<file path="config.mk">
export PLATFORM = sky130hd
export DESIGN_NAME = vga_rx_capture
export DESIGN_NICKNAME = d
export VERILOG_FILES = /design/src/rtl/vga_rx_capture.sv
export SDC_FILE = /design/constraint.sdc
export NUM_CORES = 1
export LEC_CHECK = 0
export ABC_AREA = 1
export ABC_CLOCK_PERIOD_IN_PS = 4500
export BUFFER_PORTS_ARGS = -buffer_cell sky130_fd_sc_hd__buf_2
export CAP_MARGIN = 5
export CORE_MARGIN = 1
export CORE_UTILIZATION = 35
export DETAILED_ROUTE_END_ITERATION = 8
export GPL_TIMING_DRIVEN = 0
export HOLD_SLACK_MARGIN = 0.06
export SLEW_MARGIN = 20
export SYNTH_ARGS = -nofsm -noshare
export SYNTH_HDL_FRONTEND = slang
export SYNTH_SLANG_ARGS = --single-unit
</file>
<file path="constraint.sdc">
create_clock -name sys_clk -period 4.5 [get_ports sys_clk]
set_input_delay 0.9 -clock sys_clk [delete_from_list [all_inputs] [get_ports sys_clk]]
set_output_delay 0.9 -clock sys_clk [all_outputs]
set_load 0.03 [all_outputs]
</file>
<file path="src/rtl/vga_rx_capture.sv">
// rtl/vga_rx_capture.sv - VGA receive-side timing checker, lock FSM and pixel capture
// Samples a looped-back VGA stream, locks onto the expected mode and recovers x/y/de/colour.
module vga_rx_capture #(
  parameter int H_ACTIVE    = 640,
  parameter int H_FRONT     = 16,
  parameter int H_SYNC      = 96,
  parameter int H_BACK      = 48,
  parameter int V_ACTIVE    = 480,
  parameter int V_FRONT     = 10,
  parameter int V_SYNC      = 2,
  parameter int V_BACK      = 33,
  parameter bit SYNC_POL    = 1'b0,
  parameter int LOCK_FRAMES = 2
) (
  input  logic        sys_clk,
  input  logic        rst_n,
  input  logic        pix_ce,
  input  logic        vga_hsync,
  input  logic        vga_vsync,
  input  logic [11:0] vga_rgb,
  output logic        lock,
  output logic        pix_de,
  output logic [9:0]  pix_x,
  output logic [9:0]  pix_y,
  output logic [11:0] pix_data,
  output logic        frame_start,
  output logic        lock_lost,
  output logic [10:0] h_total,
  output logic [10:0] v_total
);

  localparam logic [10:0] HT     = 11'(H_ACTIVE + H_FRONT + H_SYNC + H_BACK);
  localparam logic [10:0] VT     = 11'(V_ACTIVE + V_FRONT + V_SYNC + V_BACK);
  localparam logic [10:0] X0     = 11'(H_SYNC + H_BACK);
  localparam logic [10:0] Y0     = 11'(V_SYNC + V_BACK);
  localparam logic [10:0] XN     = 11'(H_ACTIVE);
  localparam logic [10:0] YN     = 11'(V_ACTIVE);
  localparam logic [6:0]  HSW    = 7'(H_SYNC);
  localparam logic [3:0]  LF     = 4'(LOCK_FRAMES);
  localparam logic [10:0] CNT_MAX = 11'h7ff;

  typedef enum logic [1:0] {SEARCH, MEASURE, LOCKED} state_t;

  state_t      state, state_nx;
  logic [3:0]  goodcnt, goodcnt_nx;
  logic [2:0]  hs_sr, vs_sr;
  logic [11:0] rgb_s1, rgb_s2, rgb_s3;
  logic [10:0] hcnt, vcnt;
  logic [6:0]  hsw;
  logic        frame_bad;

  logic        hs_rise, hs_fall, vs_rise, timeout;
  logic        line_bad, hsw_bad, over, frame_ok;
  logic [10:0] frame_len, x_full, y_full;
  logic        de_nx;

  // Edges are taken between the second and third sync stages (already normalised to 1 = asserted).
  assign hs_rise   = hs_sr[1] & ~hs_sr[2];
  assign hs_fall   = ~hs_sr[1] & hs_sr[2];
  assign vs_rise   = vs_sr[1] & ~vs_sr[2];
  assign timeout   = (hcnt == CNT_MAX) & ~hs_rise;
  assign line_bad  = hs_rise & (({1'b0, hcnt} + 12'd1) != {1'b0, HT});
  assign hsw_bad   = hs_fall & (hsw != HSW);
  assign over      = hs_rise & ~vs_rise & (vcnt >= VT);
  assign frame_len = hs_rise ? vcnt + 11'd1 : vcnt;
  assign frame_ok  = ~frame_bad & ~line_bad & ~hsw_bad & ~over & (frame_len == VT);
  assign x_full    = hcnt - X0;
  assign y_full    = vcnt - Y0;
  assign de_nx     = (state_nx == LOCKED) & (x_full < XN) & (y_full < YN);

  always_comb begin
    state_nx   = state;
    goodcnt_nx = goodcnt;
    if (pix_ce) begin
      if (timeout) begin
        state_nx = SEARCH;
      end else begin
        case (state)
          SEARCH: if (vs_rise) begin
            state_nx   = MEASURE;
            goodcnt_nx = 4'd0;
          end
          MEASURE: if (vs_rise) begin
            if (frame_ok) begin
              goodcnt_nx = goodcnt + 4'd1;
              if (goodcnt + 4'd1 == LF) state_nx = LOCKED;
            end else begin
              goodcnt_nx = 4'd0;
            end
          end
          LOCKED: if (line_bad | hsw_bad | over | (vs_rise & ~frame_ok)) state_nx = SEARCH;
          default: state_nx = SEARCH;
        endcase
      end
    end
  end

  always_ff @(posedge sys_clk or posedge rst_n) begin
    if (rst_n) begin
      state   <= SEARCH;
      goodcnt <= 4'd0;
    end else begin
      state   <= state_nx;
      goodcnt <= goodcnt_nx;
    end
  end

  // After each strobe hcnt/vcnt describe the pixel held in the third stage.
  always_ff @(posedge sys_clk or posedge rst_n) begin
    if (rst_n) begin
      hs_sr     <= 3'b000;
      vs_sr     <= 3'b000;
      rgb_s1    <= 12'd0;
      rgb_s2    <= 12'd0;
      rgb_s3    <= 12'd0;
      hcnt      <= 11'd0;
      vcnt      <= 11'd0;
      hsw       <= 7'd0;
      frame_bad <= 1'b0;
      h_total   <= 11'd0;
      v_total   <= 11'd0;
    end else if (pix_ce) begin
      hs_sr  <= {hs_sr[1:0], vga_hsync == SYNC_POL};
      vs_sr  <= {vs_sr[1:0], vga_vsync == SYNC_POL};
      rgb_s1 <= vga_rgb;
      rgb_s2 <= rgb_s1;
      rgb_s3 <= rgb_s2;
      if (hs_rise) begin
        h_total <= (hcnt == CNT_MAX) ? CNT_MAX : hcnt + 11'd1;
        hcnt    <= 11'd0;
      end else if (hcnt != CNT_MAX) begin
        hcnt <= hcnt + 11'd1;
      end
      if (hs_rise) hsw <= 7'd1;
      else if (hs_sr[1] && hsw != 7'h7f) hsw <= hsw + 7'd1;
      if (vs_rise) begin
        v_total   <= frame_len;
        vcnt      <= 11'd0;
        frame_bad <= 1'b0;
      end else begin
        if (hs_rise) vcnt <= vcnt + 11'd1;
        if (line_bad | hsw_bad | over | timeout) frame_bad <= 1'b1;
      end
    end
  end

  always_ff @(posedge sys_clk or posedge rst_n) begin
    if (rst_n) begin
      lock        <= 1'b0;
      pix_de      <= 1'b0;
      pix_x       <= 10'd0;
      pix_y       <= 10'd0;
      pix_data    <= 12'd0;
      frame_start <= 1'b0;
      lock_lost   <= 1'b0;
    end else begin
      frame_start <= 1'b0;
      lock_lost   <= 1'b0;
      if (pix_ce) begin
        lock        <= (state_nx == LOCKED);
        lock_lost   <= (state == LOCKED) && (state_nx != LOCKED);
        frame_start <= (state == LOCKED) && (state_nx == LOCKED) && vs_rise;
        pix_de      <= de_nx;
        pix_data    <= de_nx ? rgb_s3 : 12'd0;
        if (de_nx) begin
          pix_x <= x_full[9:0];
          pix_y <= y_full[9:0];
        end
      end
    end
  end

endmodule

</file>
# Yosys cells after proc, flatten, opt, wreduce, memory -nomap -nowiden
# Cells that the tools add are included.
# totals
reg_bits	136
output_inout_bits	58
elab_cells	115
in_bits	17
# classes
reduce_logical	16
order_cmp	3
mux	24
n_eq_ne	13
bitwise	32
n_addsub	7
# ops
operator	n
11-bit 2-to-1 mux	5
11-bit by 1-bit adder with 11-bit output, second input constant	2
1-bit bitwise AND	15
2-bit 2-to-1 mux	7
7-bit 2-to-1 mux	2
7-bit != test, second input constant	2
1-bit inverter	13
11-bit by 1-bit adder with 12-bit output, second input constant	1
12-bit 2-to-1 mux	1
4-bit 2-to-1 mux	3
12-bit by 10-bit != test with 1-bit output, second input constant	1
2-bit AND reduction	6
11-bit by 10-bit equality test with 1-bit output, second input constant	1
11-bit equality test, second input constant	1
11-bit by 10-bit greater-or-equal comparator with 1-bit output, second input constant	1
11-bit by 10-bit < comparator with 1-bit output, second input constant	1
11-bit by 9-bit < comparator with 1-bit output, second input constant	1
11-bit != test, second input constant	1
11-bit by 6-bit subtractor with 11-bit output, second input constant	1
11-bit by 8-bit subtractor with 11-bit output, second input constant	1
4-bit case mux with 2 select lines	1
2-bit nonzero test	4
7-bit by 1-bit adder with 7-bit output, second input constant	1
2-bit != test, second input constant	3
10 further kinds	20

# Depth between registers and ports, before layout
# Gate-level depths: netlist of run 1.
# depth
ltp_word	19
ltp_mapped	20
depth_no_buf	18

# Worst setup path before layout of run 1
# No wires, ideal clock.
# synth_timing
path_type	reg2reg
from	register hcnt[0]
to	register pix_y[0]
t_required_ns	4.382
arrival_time_ns	2.231
path_buffers	1
path_slack_ns	2.151
path_stages_with_launch	16
period_less_slack_ns	2.349
setup_ns	0.118
path_cell_list	dfrtp_1 > ha_1 > nand2_1 > nor2_2 > nand2_1 > xor2_1 > nand2_1 > nor2_1 > nand2_1 > a21oi_2 > nand3_2 > a21oi_4 > nand3_4 > buf_6 > nand2_1 > nand2_1
# synth_between
elab_chain_len	19
elab_cells_between_ends	27
cone_classes	add/sub (2); order compare (1); eq/ne (3); mux (6); bitwise (14); reduce/logical (1)
# synth_rtl
element	line_no	text
start, declared	48	logic [10:0] hcnt, vcnt;
start signal, assigned	132	hcnt <= hcnt + 11'd1;
11-bit by 1-bit adder with 12-bit output	62	assign line_bad = hs_rise & (({1'b0, hcnt} + 12'd1) != {1'b0, HT});
12-bit by 10-bit != test with 1-bit output	62	
1-bit bitwise AND	62	
1-bit inverter	66	assign frame_ok = ~frame_bad & ~line_bad & ~hsw_bad & ~over & (frame_len == VT);
1-bit bitwise AND (4 in series)	66	
1-bit inverter	91	LOCKED: if (line_bad | hsw_bad | over | (vs_rise & ~frame_ok)) state_nx = SEARCH;
1-bit bitwise AND	91	
1-bit OR	91	
2-bit 2-to-1 mux	91	
2-bit case mux with 3 select lines	78	case (state)
2-bit 2-to-1 mux	75	if (timeout) begin
2-bit 2-to-1 mux	74	if (pix_ce) begin
2-bit equality test	69	assign de_nx = (state_nx == LOCKED) & (x_full < XN) & (y_full < YN);
1-bit bitwise AND * (2 in series)	69	
2-bit AND reduction (no line) *	n/a	
end signal, assigned	167	pix_y <= y_full[9:0];
end, declared	24	output logic [9:0] pix_y,
# Every way passes the cells marked *; elsewhere a longest branch is shown, timed or not.
# A chain may end at the register's enable or synchronous reset.

# Final worst setup path of run 1
# layout_timing
from	register hcnt[0]
to	register pix_x[8]
# layout_between
elab_chain_len	19
elab_cells_between_ends	27
cone_classes	add/sub (2); order compare (1); eq/ne (3); mux (6); bitwise (14); reduce/logical (1)
# layout_rtl
element	line_no	text
11-bit by 1-bit adder with 12-bit output	62	
12-bit by 10-bit != test with 1-bit output	62	
1-bit bitwise AND	62	
1-bit inverter	66	
1-bit bitwise AND (4 in series)	66	
1-bit inverter	91	
1-bit bitwise AND	91	
1-bit OR	91	
2-bit 2-to-1 mux	91	
2-bit case mux with 3 select lines	78	
2-bit 2-to-1 mux	75	
2-bit 2-to-1 mux	74	
2-bit equality test	69	
1-bit bitwise AND (2 in series)	69	
2-bit AND reduction (no line)	n/a	
end signal, assigned	166	pix_x <= x_full[9:0];
end, declared	23	output logic [9:0] pix_x,
# Parallel ways exist; a longest one is shown, timed or not.

==> reports/qor.yml, run 1 <==
synthesis:
  synth_top_family_by_area: "simple AND/OR/NAND/NOR gates"
  synth_cell_type_count: 40
  synth.avg_cell_area_um2: 8.49
  synth_top_flop_cell: "dfrtp_1"
  synthMostInstantiatedCell: "nand2_1"
  synthMuxAreaShare: 0
  synth-adder-area-share: 0.0177
  synth_compound_area_frac: 0.0922
  netlist_top_cells_area: "dfrtp_1 53%, nand2_1 14%, inv_1 4.5%, o21ai_0 4.4%, nand4_1 3.8%"
  syn_inst: 750
  async_reset_ff_frac: 1.00
  synth.top_cell.area_share: 0.535
  synth_nets: 776
  yosysTopAreaCell: "dfrtp_1"
  synthSimpleGateAreaFrac: 0.257
  yosys-top-cells-count: "240 x nand2_1, 136 x dfrtp_1, 76 x inv_1, 56 x o21ai_0"
  synth_xor_area_frac: 0.0246
  syn_area_um2: 6370
  synth-seq-area-share: 0.535
  synth_edf_count: 0
  synth-seq-cells: 136
  synth_warnings: 0
power_and_ir_drop:
  swShare: 0.303
  p_seq_frac: 0.421
  vdd_ir_drop_max_v: 0.000273
  p_int_mw: 2.40
  combPwrFrac: 0.183
  power_per_cell_area_nw_per_um2: 447
  p_clk_frac: 0.395
  leakage_nw: 3.96
  power_switching_mw: 1.04
die:
  start_util: 0.363
  die_y_um: 137
  dieArea_um2: 18700
  io_pins: 75
  core_area_um2: 17500
  fp-row-count: 48
  die_x_um: 137
worst_setup_path:
  crit_required_ns: 4.81
  reg2regPathDepth: 15
  worstSetupPathType: "register to register"
  regToRegEndpoint: "pix_x[8]"
  arrival_ns: 3.25
  end_kind: "register"
  critPathLaunch: "hcnt[0]"
  r2r_start: "hcnt[0]"
  startpoint_type: "register"
  r2r_slack_ns: 1.56
  path_max_fanout: 10
  endpoint: "pix_x[8]"
timing:
  setup_violations: 0
  finalMaxSlewViolations: 0
  fin_crit_sh: 0.653
  tns_ns: 0
  finClkSkew_ns: 0.00711
  relSlewSlack: 0.544
  max_freq_mhz: 340
  rsz0062_at_grt: "no"
  hold_violations: 0
  worstMarginPinSlew_ns: 0.682
  fin_crit_ns: 2.94
clock_network:
  ctsHoldBuffers: 0
  clk_pin_slew_ns: 0.06
  clk_path_buf_depth: 2
  ctsResizeCount: 0
  htreeDepth: 4
  clockRootBuffer: "clkbuf_16"
  insertion_delay_ns: 0.42
  postCtsSetupRepairBufs: 0
  cts.sinks: 136
  numCtsBuffers: 17
  cts_tree: "built"
placed_design:
  port_buffers: 74
  place_area_um2: 7110
  hpwl_um: 11300
  gp_congestion: 0.861
routing:
  drt_wl_total_um: 15300
  first_iter_violations: 271
  vias: 5163
  drc: 0
  ant_nets: 0
  via_per_inst: 4.76
  wire_per_inst_um: 14.1
  dr.pass1.iters: 4
global_routing:
  grt_pass1_vias: 4996
  antenna_found_initial: 0
  grt_max_degree: 34
  overflow: 0
  grt_pass1_wl_um: 25100
  grt_use_total: 0.176
status:
  status: "complete, no violations"
layout:
  regArea_um2: 3400
  multi_input_area_um2: 2490
  area_growth_pct: 20.9
  final_area_um2: 7690
  n_fill_cell: 1811
  antenna_cells: 0
  drive_gt1_frac: 0.165
  final_nets: 873
worst_hold_path:
  hold_class: "register to register"
flow_run:
  cap_violations: 0
## cells by family after synthesis
family | Yosys count
flip-flops | 136
buffers and inverters | 110
adder cells (fa/ha/maj) | 9
XOR/XNOR | 17
AO/OA/AOI/OAI | 105
AND/OR/NAND/NOR | 373
## sequential cells by signal, summed over array words and instances, names as in the netlist
register / cells
rgb_s2: 12
goodcnt: 4
state: 2
pix_data: 12
frame_start: 1
pix_de: 1
hsw: 7
frame_bad: 1
pix_y: 10
lock: 1
rgb_s1: 12
pix_x: 10
lock_lost: 1
hcnt: 11
hs_sr: 3
vcnt: 11
rgb_s3: 12
vs_sr: 3
v_total: 11
h_total: 11
## final cells by class
class                      count  share of cell area
sequential                   136               0.442
multi-input combinational    504               0.324
clock buffer                  21              0.0598
timing repair buffer          78              0.0595
inverter                      81              0.0400
tap                          225              0.0366
buffer                        29              0.0213
clock inverter                11              0.0161
## stage by stage
stage	hold WS [ns]	std cells	total power, mW	utilization	setup slack [ns]
3_3_place_gp	0.451	1049	2.09	0.400	0.940
4_1_cts	0.468	1085	3.48	0.439	1.55
6_report	0.467	1085	3.44	0.439	1.56
2_1_floorplan	0.442	750	1.90	-	1.91
3_5_place_dp	0.453	1053	2.11	0.405	1.60
5_1_grt	0.496	1085	3.61	0.439	1.31
## worst min path at each step
stage	startpoint	end	slack, ns	cells after the start
2_1_floorplan	rgb_s1[0]	rgb_s1[0]	0.44	2
3_3_place_gp	pix_x[2]	pix_x[2]	0.45	2
3_5_place_dp	pix_x[2]	pix_x[2]	0.45	2
4_1_cts	pix_x[2]	pix_x[2]	0.47	2
5_1_grt	pix_data[4]	pix_data[4]	0.50	2
6_report	rgb_s1[0]	rgb_s1[0]	0.47	2
## power groups by stage
stage	Clock [mW]	Combinational, mW	Sequential, mW
after detailed placement	0	0.633	1.47
final	1.36	0.631	1.45
after CTS	1.39	0.638	1.45
after global routing	1.44	0.703	1.47
after global placement	0	0.616	1.47
after floorplan	0	0.318	1.59
## cell usage in the layout (no fill, tap or decap), drive strengths merged
cell type / count
or2: 1
clkinvlp: 4
a211oi: 2
xor2: 15
nor2: 44
xnor2: 2
buf: 88
o22ai: 19
nor3: 8
a31oi: 2
o31ai: 1
inv: 79
a21oi: 20
clkbuf: 40
o21a: 1
nand3: 35
nand4: 39
clkinv: 7
and2: 1
and3: 2
ha: 9
o21bai: 1
o211ai: 1
bufinv: 2
dfrtp: 136
o21ai: 58
nand2: 243
## metal layers
metal / GRT usage / wire (µm)
met1: 0.255 / 7990
met4: 0.0574 / 262
met5: 0 / 0
met2: 0.256 / 6470
met3: 0.0411 / 534
## critical path, stage by stage, from the launching register on
cell	delay, ns
dfrtp_1	0.43
ha_1	0.29
nand2_1	0.12
nor2_2	0.19
nand2_1	0.07
nand2_1	0.11
nand3_1	0.08
nor3_1	0.23
nand2_1	0.16
a21oi_2	0.26
nand3_2	0.14
a21oi_4	0.33
nand3_4	0.13
buf_6	0.16
nand2_1	0.07
nand2_1	0.05
(Power assumes the default switching activity.)
==> inputs of run 2 (changes only) <==
--- a/config.mk
+++ b/config.mk
@@ -6,7 +6,7 @@
 export NUM_CORES = 1
 export LEC_CHECK = 0
 export ABC_AREA = 1
-export ABC_CLOCK_PERIOD_IN_PS = 4500
+export ABC_CLOCK_PERIOD_IN_PS = 3050
 export BUFFER_PORTS_ARGS = -buffer_cell sky130_fd_sc_hd__buf_2
 export CAP_MARGIN = 5
 export CORE_MARGIN = 1
==> constraint.sdc (replaced) <==
create_clock -name sys_clk -period 3.05 [get_ports sys_clk]
set_input_delay 0.61 -clock sys_clk [delete_from_list [all_inputs] [get_ports sys_clk]]
set_output_delay 0.61 -clock sys_clk [all_outputs]
set_load 0.03 [all_outputs]
==> run 2 against run 1 <==
  * Final area up 0.55%
  * Via count about the same
  * Die area unchanged
  * Non-clock buffer count up 3
  * Total power up 48%
  * First-iteration DRC count down 5.9%
  * Clock power up 47%
  * Combinational power up 50%
  * Sequential share of layout area down 0.24 points
  * Flip-flop and latch count unchanged
  * Register-to-register slack worse by 1.4 ns
  * Critical path type unchanged
  * Critical endpoint unchanged
  * Highest routed layer unchanged
==> reports/qor.yml, run 2 (synthesis results as in run 1) <==
routing:
  ant_nets: 0  # unchanged
  vias: 5165  # +0.039%
  dr.pass1.iters: 4  # unchanged
  wire_per_inst_um: 14.0  # -0.35%
  dr_wl_met2_um: 6510  # +0.70%
  routed.top_layer: "met4"
  drt_wl_total_um: 15200  # about the same
  drc: 0  # unchanged
  wl_met3_um: 504  # -5.6%
  wl_met1_um: 8030  # +0.45%
  via_per_inst: 4.75  # -0.24%
  first_iter_violations: 255  # -5.9%
worst_setup_path:
  arrival_ns: 3.15  # -0.10 ns
  r2r_slack_ns: 0.20  # -1.36 ns
  crit_required_ns: 3.36  # -1.45 ns
  path_max_fanout: 10  # unchanged
  startpoint_type: "register"
  regToRegEndpoint: "pix_x[8]"
  crit_path_top_delay_cell: "dfrtp_1"
  worstSetupPathType: "register to register"
  end_kind: "register"
  path_cells: "ha_2 -> nand2_1 -> nor2_2 -> nand2_1 -> nand2_1 -> nand3_1 -> nor3_1 -> nand2_1 -> a21oi_4 -> nand3_1 -> nand2_1 -> nand2_1 -> nand2_2 -> nand3_4 -> buf_6 -> nand2_1 -> nand2_1"
  r2r_start: "hcnt[0]"
  cp_slowest_stage_delay_ns: 0.43  # about the same
  reg2regPathDepth: 17  # +2
  crit_top_cell: "nand2_1"
power_and_ir_drop:
  swShare: 0.303  # -0.000313
  p_total_mw: 5.09  # +48%
  p_int_mw: 3.55  # +48%
  power_per_cell_area_nw_per_um2: 658  # +47%
  p_clk_frac: 0.394  # about the same
  p_seq_frac: 0.420  # about the same
  vdd_ir_drop_max_v: 0.000398  # +46%
  power_switching_mw: 1.54  # +48%
  combPwrFrac: 0.186  # +0.003
  leakage_nw: 3.99  # +0.56%
layout:
  final_area_um2: 7740  # +0.55%
  final_cell_mix: "240 x nand2_1, 136 x dfrtp_1, 75 x inv_1, 75 x buf_2, 56 x o21ai_0"
  drive_gt1_frac: 0.171  # +0.00638
  final-instance-count-excl-fill: 1088  # +0.28%
  layout_commonest_cell: "nand2_1"
  postLayoutCoreUtil: 0.441  # +0.00243
  area_growth_pct: 21.5
  final_nets: 876  # +0.34%
  antenna_cells: 0  # unchanged
  n_fill_cell: 1807  # -0.22%
clock_network:
  htreeDepth: 4  # unchanged
  clockRootBuffer: "clkbuf_16"
  insertion_delay_ns: 0.42  # about the same
  clk_pin_slew_ns: 0.06  # about the same
  cts.sinks: 136  # unchanged
  clk_path_buf_depth: 2  # unchanged
  cts_tree: "built"
  ctsHoldBuffers: 0  # unchanged
  numCtsBuffers: 17  # unchanged
placed_design:
  hpwl_um: 11300  # unchanged
  place_area_um2: 7110  # unchanged
  post-place-ws_ns: 0.151  # -1.45 ns
  port_buffers: 74  # unchanged
  placedCellCount: 1053  # unchanged
  gp_congestion: 0.861  # unchanged
timing:
  finalMaxSlewViolations: 0  # unchanged
  fin_crit_ns: 2.85  # -0.0915 ns
  whs_ns: 0.284  # -0.183 ns
  setup_violations: 0  # unchanged
  relSlewSlack: 0.561  # +0.0174
  worstMarginPinSlew_ns: 0.656  # -0.0259 ns
  hold_violations: 0  # unchanged
  tns_ns: 0  # unchanged
  max_freq_mhz: 351  # +3.2%
  rsz0062_at_grt: "no"
  setup_ws_ns: 0.204  # -1.36 ns
  fin_crit_sh: 0.933  # +0.280
  finClkSkew_ns: 0.0124  # +0.00531 ns
global_routing:
  grt_pass1_wl_um: 25100  # unchanged
  overflow: 0  # unchanged
  grt_use_total: 0.176  # unchanged
  grt_pass1_vias: 4996  # unchanged
  antenna_found_initial: 0  # unchanged
  grt_max_degree: 34  # unchanged
status:
  status: "complete, no violations"
flow_run:
  cap_violations: 0  # unchanged
die:
  core_area_um2: 17500  # unchanged
  fp-row-count: 48  # unchanged
  dieArea_um2: 18700  # unchanged
  die_y_um: 137  # unchanged
  die_x_um: 137  # unchanged
  io_pins: 75  # unchanged
  start_util: 0.363  # unchanged
worst_hold_path:
  hold_class: "primary input to async pin"
[run 2: critical path, delay by kind of cell (launching register included)]
kind / cells / cell delay [ns]
simple gates: 14 / 1.66
fa+ha+maj: 1 / 0.27
buf+inv: 1 / 0.16
compound gates: 1 / 0.22
flops: 1 / 0.43
[run 2: worst max-delay path by stage]
stage               cells past startpoint     from  slack [ns]    endpoint
floorplan                              15  hcnt[0]        0.70    pix_y[0]
global placement                        2    rst_n       -0.22  h_total[0]
detailed placement                     11  vcnt[0]        0.15    pix_y[6]
CTS                                    15  hcnt[0]        0.10    pix_x[8]
global route                           17  vcnt[0]       0.007    pix_x[1]
finish                                 17  hcnt[0]        0.20    pix_x[8]
[run 2: layout make-up]
type | count | area (µm²) | area share
Timing Repair Buffer | 81 | 480 | 0.0621
Inverter | 81 | 308 | 0.0398
Tap cell | 225 | 282 | 0.0364
Multi-Input combinational cell | 504 | 2510 | 0.325
Clock inverter | 11 | 124 | 0.0160
Sequential cell | 136 | 3400 | 0.440
Buffer | 29 | 166 | 0.0215
Clock buffer | 21 | 460 | 0.0595
[run 2: per-layer routing]
layer | vias up | track usage
li1 | 2643 | -
met1 | 2412 | 0.255
met2 | 94 | 0.256
met3 | 16 | 0.0411
met4 | 0 | 0.0574
met5 | - | 0
[run 2: power by group through the flow]
stage               Combinational (mW)  Clock, mW  Sequential (mW)
floorplan                        0.469          0             2.34
global placement                 0.909          0             2.17
detailed placement               0.934          0             2.17
CTS                              0.941       2.05             2.14
global route                      1.06       2.12             2.17
finish                           0.947       2.00             2.14
[run 2: what timing repair did]
action                                  CTS  global route
endpoints found under the hold margin     0             0
setup buffers                             0             3
endpoints found under the setup margin    0            32
resized for setup                         0             7
